<file path="config.mk">
export PLATFORM = sky130hd
export DESIGN_NAME = music_voice_arbiter
export DESIGN_NICKNAME = d
export VERILOG_FILES = /design/src/rtl/music_voice_arbiter.sv
export SDC_FILE = /design/constraint.sdc
export NUM_CORES = 1
export LEC_CHECK = 0
export CORE_MARGIN = 1
export CORE_UTILIZATION = 52
export DETAILED_ROUTE_END_ITERATION = 7
export PLACE_DENSITY = 0.79
export SLEW_MARGIN = 20
export SYNTH_ARGS = -nofsm -noshare
export SYNTH_HDL_FRONTEND = slang
export SYNTH_SLANG_ARGS = --single-unit
export TNS_END_PERCENT = 5
</file>
<file path="constraint.sdc">
create_clock -name clk -period 2.6 [get_ports clk]
set_input_delay 0.26 -clock clk [delete_from_list [all_inputs] [get_ports clk]]
set_output_delay 0.26 -clock clk [all_outputs]
set_load 0.02 [all_outputs]
</file>
<file path="src/rtl/music_voice_arbiter.sv">
// music_voice_arbiter: beat timebase plus note-output arbiter between
// the melody sequencer and a set of fixed-priority sound-effect requesters.
module music_voice_arbiter #(
  parameter int N_SFX     = 4,
  parameter int NOTE_W    = 5,
  parameter int BEAT_DIV  = 5000000,
  parameter int SFX_BEATS = 4,
  parameter int REST_NOTE = 25,
  localparam int IW = (N_SFX > 1) ? $clog2(N_SFX) : 1
) (
  input  logic                    clk,
  input  logic                    rst_n,
  input  logic                    enable,
  input  logic [NOTE_W-1:0]       melody_note,
  input  logic [N_SFX-1:0]        sfx_req,
  input  logic [N_SFX*NOTE_W-1:0] sfx_note,
  output logic                    melody_adv,
  output logic [N_SFX-1:0]        sfx_ack,
  output logic                    sfx_active,
  output logic [IW-1:0]           active_id,
  output logic [NOTE_W-1:0]       note_out
);

  localparam int CW = $clog2(BEAT_DIV + 1);
  localparam int BW = (SFX_BEATS > 1) ? $clog2(SFX_BEATS) : 1;

  typedef enum logic [1:0] {
    IDLE,
    MELODY,
    SFX
  } state_t;

  state_t            state;
  state_t            nxt;
  logic [CW-1:0]     cnt;
  logic [BW-1:0]     beats_left;
  logic [N_SFX-1:0]  pending;
  logic [N_SFX-1:0]  elig;
  logic [N_SFX-1:0]  gmask;
  logic [IW-1:0]     gid;
  logic [NOTE_W-1:0] gnote;
  logic [NOTE_W-1:0] note_d;
  logic              tick;
  logic              any;
  logic              grant;
  logic              adv;

  // The ack pulse is visible while the requester still holds its level,
  // so it masks that request instead of re-queueing it.
  always_comb begin
    elig  = (pending | sfx_req) & ~sfx_ack;
    gmask = elig & (~elig + N_SFX'(1));
    any   = |elig;
    gid   = '0;
    for (int i = N_SFX - 1; i >= 0; i--) begin
      if (elig[i]) gid = IW'(i);
    end
    gnote = sfx_note[int'(gid)*NOTE_W +: NOTE_W];
    tick  = enable && (state != IDLE)
            && (cnt == CW'(BEAT_DIV));
  end

  always_comb begin
    nxt   = state;
    grant = 1'b0;
    adv   = 1'b0;
    unique case (state)
      IDLE: begin
        if (enable) nxt = MELODY;
      end
      MELODY: begin
        if (!enable) begin
          nxt = IDLE;
        end else if (tick) begin
          if (any) begin
            grant = 1'b1;
            nxt   = SFX;
          end else begin
            adv = 1'b1;
          end
        end
      end
      SFX: begin
        if (!enable) begin
          nxt = IDLE;
        end else if (tick && beats_left == '0) begin
          if (any) begin
            grant = 1'b1;
          end else begin
            nxt = MELODY;
            adv = 1'b1;
          end
        end
      end
      default: nxt = IDLE;
    endcase
  end

  always_comb begin
    note_d = NOTE_W'(REST_NOTE);
    priority case (1'b1)
      grant:         note_d = gnote;
      nxt == MELODY: note_d = melody_note;
      nxt == SFX:    note_d = note_out;
      default:       note_d = NOTE_W'(REST_NOTE);
    endcase
  end

  always_ff @(posedge clk or negedge rst_n) begin
    if (!rst_n) begin
      state      <= IDLE;
      cnt        <= CW'(1);
      pending    <= '0;
      beats_left <= '0;
      note_out   <= NOTE_W'(REST_NOTE);
      melody_adv <= 1'b0;
      sfx_ack    <= '0;
      sfx_active <= 1'b0;
      active_id  <= '0;
    end else begin
      state <= nxt;

      if (state == IDLE || !enable || tick) begin
        cnt <= CW'(1);
      end else begin
        cnt <= cnt + CW'(1);
      end

      if (state == IDLE || !enable) begin
        pending <= '0;
      end else begin
        pending <= elig & ~(grant ? gmask : '0);
      end

      if (nxt == IDLE) begin
        beats_left <= '0;
      end else if (grant) begin
        beats_left <= BW'(SFX_BEATS - 1);
      end else if (state == SFX && tick
                   && beats_left != '0) begin
        beats_left <= beats_left - BW'(1);
      end

      note_out   <= note_d;
      melody_adv <= adv;
      sfx_ack    <= grant ? gmask : '0;
      sfx_active <= (nxt == SFX);

      if (grant) begin
        active_id <= gid;
      end else if (nxt != SFX) begin
        active_id <= '0;
      end
    end
  end

endmodule

</file>
## Yosys cells after proc, flatten, opt, wreduce, memory -nomap -nowiden

Index checks and enable logic that the tools add are counted.

| operators by class | value |
|---|---|
| mux-type cells | 35 |
| $add $sub $neg | 3 |
| shifts and indexed selects | 1 |
| multiply operators | 1 |
| reduce and logical (&&, ||, !) cells | 16 |
| eq/ne operators | 7 |
| bitwise logic cells | 7 |

Operators with widths:

| operator | number |
|---|---|
| 2-bit two-way mux | 16 |
| 23-bit by 1-bit adder with 23-bit output (second input constant) | 1 |
| 23-bit == test (second input constant) | 1 |
| 23-bit two-way mux | 1 |
| 20-bit by 6-bit indexed part select with 5-bit output | 1 |
| 5-bit two-way mux | 3 |
| 4-bit bitwise AND | 3 |
| 4-bit inverter | 3 |
| 1-bit two-way mux | 10 |
| 4-bit two-way mux | 2 |
| 2-bit logical NOT | 3 |
| 2-bit case mux with 3 select lines | 1 |
| 2-bit nonzero test | 3 |
| 1-bit logical AND | 5 |
| 2-bit by 3-bit multiplier with 5-bit output (second input constant) | 1 |
| 4-bit by 1-bit adder with 4-bit output (second input constant) | 1 |
| 2-bit by 1-bit == test with 1-bit output (second input constant) | 2 |
| 2-bit == test (second input constant) | 2 |
| 4-bit bitwise OR | 1 |
| 1-bit case mux with 2 select lines | 2 |
| 4-bit OR reduction | 1 |
| 3-bit != test (second input constant) | 1 |
| 3-bit nonzero test | 1 |
| 1-bit logical OR | 2 |
| 3 further kinds | 3 |

| storage, ports and cells | value |
|---|---|
| flip-flop bits (word level) | 44 |
| output and inout port bits | 13 |
| input port bits | 32 |

## Longest topological paths before layout

| logic depth | value |
|---|---|
| depth after elaboration | 11 |
| gate-level depth with buffers | 10 |

## Worst setup path after synthesis

No wires, ideal clock.

| timing | value |
|---|---|
| kind | reg-to-reg |
| from | reg state[0] |
| to | reg note_out[0] |
| arrival | 2,265 ps |
| library setup time | 60 ps |
| buffers on the path | 2 |
| cell stages (with the launch flop) | 11 |
| required time | 2,540 ps |
| setup slack | 274 ps |
| clock period less this slack | 2,326 ps |
| cells stage by stage | dfrtp_1 > inv_1 > ha_1 > nand2b_1 > clkbuf_1 > or3_1 > nor4_1 > clkbuf_1 > or3_1 > o32ai_1 > o21ba_1 |

| on the way | value |
|---|---|
| word-level cells in the longest chain between the ends | 10 |
| elaborated cells between the ends (all ways) | 25 |
| those cells by class | eq/ne (5); mux (15); reduce/logical (5) |

Ends and longest elaborated chain:

| what | RTL line | source |
|---|---|---|
| from (decl) | 33 | `state_t state;` |
| from (signal assigned) | 121 | `state <= nxt;` |
| 2-bit nonzero test | 59 | `tick = enable && (state != IDLE)` |
| 1-bit logical AND | 59 |  |
| 1-bit logical AND | 60 | `&& (cnt == CW'(BEAT_DIV));` |
| 1-bit logical AND | 86 | `end else if (tick && beats_left == '0) begin` |
| 2-bit two-way mux | 86 |  |
| 2-bit two-way mux | 84 | `if (!enable) begin` |
| 2-bit case mux with 3 select lines | 67 | `unique case (state)` |
| 2-bit by 1-bit == test with 1-bit output | 103 | `nxt == MELODY: note_d = melody_note;` |
| 5-bit two-way mux (2 in series) | 101 | `priority case (1'b1)` |
| to (signal assigned) | 115 | `note_out <= NOTE_W'(REST_NOTE);` |
| to (signal assigned) | 144 | `note_out <= note_d;` |
| to (decl) | 21 | `output logic [NOTE_W-1:0] note_out` |

Several ways; a longest one is shown, not always the timed one.
A chain may end at the register's enable or synchronous reset.

## Worst setup path in the final report

| timing | value |
|---|---|
| from | reg cnt[0] |
| to | reg active_id[0] |

| on the way | value |
|---|---|
| word-level cells in the longest chain between the ends | 8 |
| elaborated cells between the ends (all ways) | 16 |
| those cells by class | eq/ne (2); mux (11); reduce/logical (3) |

Ends and longest elaborated chain:

| what | RTL line | source |
|---|---|---|
| from (decl) | 35 | `logic [CW-1:0] cnt;` |
| from (signal assigned) | 126 | `cnt <= cnt + CW'(1);` |
| 23-bit == test (*) | 60 |  |
| 1-bit logical AND (*) | 60 |  |
| 1-bit logical AND | 86 |  |
| 2-bit two-way mux | 86 |  |
| 2-bit two-way mux | 84 |  |
| 2-bit case mux with 3 select lines | 67 |  |
| 2-bit != test | 151 | `end else if (nxt != SFX) begin` |
| 2-bit nonzero test (no source line) | n/a |  |
| to (signal assigned) | 150 | `active_id <= gid;` |
| to (decl) | 20 | `output logic [IW-1:0] active_id,` |

Mark *: on every way between the ends. The rest lies on a longest branch, timed or not.

==> impl_metrics.tcl <==
set metrics [dict create \
    synth_top_area_share_pct 40.3 \
    drv_cap 0 \
    worstSkewPairLatency_ps 300 \
    holdWs_ps 106 \
    synthToLayoutAreaGrowth_pct 27.3 \
    drt_iter0_markers 111 \
    drive_gt1_share_pct 12.1 \
    drt-pass1-iter-count 4 \
    finalSetupViolations 0 \
    final.setup.tns_ps 0 \
    synth_ff_type "dfrtp_1" \
    fin_nets 345 \
    hold_path_class "in -> async" \
    layout_commonest_cell "clkdlybuf4s50_1" \
    grt_first_pass_wirelength_mm 9.31 \
    r2r-start "cnt[0]" \
    ir_drop_v 0.000291 \
    start_kind "flop" \
    dpl.hpwl_mm 4.07 \
    synth_nets 288 \
    final_cell_mix "clkdlybuf4s50_1 (43), dfrtp_1 (40), nor2_1 (34)" \
    clock_path_buffers 2 \
    critPathMaxFanout 6 \
    end_kind "flop" \
    num_vias 2111 \
    fmax_ghz 0.420 \
    cts_max_level 2 \
    synth_mux_area_share_pct 5.44 \
    p_total_mw 1.91 \
    drc_errors 0 \
    cts-root-buf "clkbuf_8" \
    synth_seq_area_share_pct 44.5 \
    worstSetupPathType "reg -> reg" \
    cts_tree "yes" \
    ys_top_cells_by_area "dfrtp_1 (40%), nor2_1 (5.1%), dfstp_2 (4.2%)" \
    status "finished, final reports clean" \
    coreArea_mm2 0.00447 \
    synth_edf_count 0 \
    syn_area_mm2 0.00249 \
    cp_data_arrival_time_ps 2610 \
    synth-xor-area-share_pct 7.40 \
    grtUsageTotal_pct 23.5 \
    fin_skew_ps 7.61 \
    worstMarginPinSlew_ps 967 \
    grt_max_degree 45 \
    wl_per_cell_um 14.9 \
    rsz0062_at_grt "no" \
    synth-simple-area-share_pct 24.6 \
    gp_congestion 0.840 \
    fp.dieW_um 71.1 \
    slew_headroom_pct 35.5 \
    final_cells 359 \
    worstReg2RegEnd "active_id[0]" \
    fp.dieArea_mm2 0.00506 \
    rr_worst_depth 8 \
    final_max_slew_viol_count 0 \
    period_minus_slack_ps 2380 \
    fp.dieH_um 71.1 \
    cp.required_ps 2830 \
    io-pin-count 45 \
    power_density_mw_per_mm2 603 \
    path_clk_slew_ps 90 \
    antenna_left 0 \
    postSynthCellCount 249 \
    initial_utilization_pct 55.6 \
    cts_made_buffers 5 \
    synth_seq_cells 44 \
    yosysUniqueCellTypes 47 \
    wirelength_mm 5.36 \
    io_buffer_count 44 \
    grt_overflow 0 \
    rrSetupSlack_ps 220 \
    async_flop_share_pct 100 \
    cts_resized 0 \
    rows 24 \
    diodes 0 \
    dp_cells 351 \
    vias_per_cell 5.88 \
    cts_hold_buffers 0 \
    syn_area_per_cell_um2 9.98 \
    power_leakage_nw 1.29 \
    synth_area_leader_cell "dfrtp_1" \
    synth_top_family_by_area "simple AND/OR/NAND/NOR gates" \
    synth-compound-area-share_pct 11.6 \
    synth_fa_ha_area_share_pct 3.52 \
    finalHoldViolCount 0 \
    grt_pass1_vias 2089 \
    min_period_over_period_pct 91.5 \
    fin_util_pct 70.7 \
    cts_sinks 44 \
    post_cts_buffers 0 \
    antenna_found_initial 0 \
    yosys_warnings 0 \
]
## flip-flops by register name, summed over array words and instances (netlist names)
signal      count
melody_adv      1
cnt            23
sfx_ack         4
sfx_active      1
active_id       2
state           2
note_out        5
pending         4
beats_left      2
## synthesized netlist by cell type (3+ instances only)
cell / n
inv_1: 15
nand3_1: 9
and4_1: 3
mux2i_1: 9
o32ai_1: 3
or3_1: 4
a21oi_1: 3
and2_1: 4
o21bai_1: 4
nor2_1: 34
nor3_1: 10
dfrtp_1: 40
o22ai_1: 3
nor2b_1: 3
and3_1: 4
nand2b_1: 3
ha_1: 7
clkbuf_1: 5
xnor2_1: 9
dfstp_2: 4
nor4_1: 5
nand2_1: 11
xor2_1: 12
nand4_1: 10
o21ai_1: 4
## how the worst max path moves through the flow
stage,start,to,slack (ps),cells after the start
floorplan,state[0],note_out[0],270,10
detailed placement,sfx_req[3],note_out[2],160,7
CTS,cnt[0],note_out[4],220,8
finish,cnt[0],active_id[0],220,8
global placement,sfx_req[3],note_out[1],230,7
global route,cnt[0],note_out[1],60,8
## worst max-delay path, cell delays in order, from the launching register on
cell     delay (ps)
dfstp_2         560
inv_1            40
ha_1            190
nor4b_4         140
and4_1          240
a41oi_1         260
o41ai_1         130
or4_4           580
o22ai_1         180
## layout make-up
type	instances	area [um^2]
Fill cell	326	1310
Multi-Input combinational cell	185	1310
Sequential cell	44	1110
Timing Repair Buffer	55	518
Clock buffer	5	68.8
Tap cell	52	65.1
Inverter	15	56.3
Clock inverter	3	46.3
## per-layer routing
metal	up-vias	share of wire [%]	GRT usage [%]
met4	0	0.75	6.67
met2	62	51	41.0
met5	-	0	0
met3	8	4.6	5.27
met1	1030	43	29.2
li1	1011	-	-
## power breakdown
group | internal [mW] | total (mW) | switching (mW)
logic | 0.276 | 0.570 | 0.293
registers | 0.752 | 0.800 | 0.0471
clock network | 0.290 | 0.538 | 0.249
## kinds of logic (layout without fill, tap and decap cells)
family	count (synthesis)	after routing
AOI/OAI and AO/OA	37	37
xor gates and xnor gates	21	21
adders and majority gates	7	7
buffers and inverters	20	78
DFF	44	44
muxes	11	11
and+or+nand+nor	109	109
## stage by stage
step	instance area, um^2	setup slack (ps)
after detailed placement	3050	157
after CTS	3170	219
after floorplan	2490	274
after global placement	3050	227
after global routing	3170	57.3
final	3170	221
No activity file was read; power rests on OpenSTA's default activity.
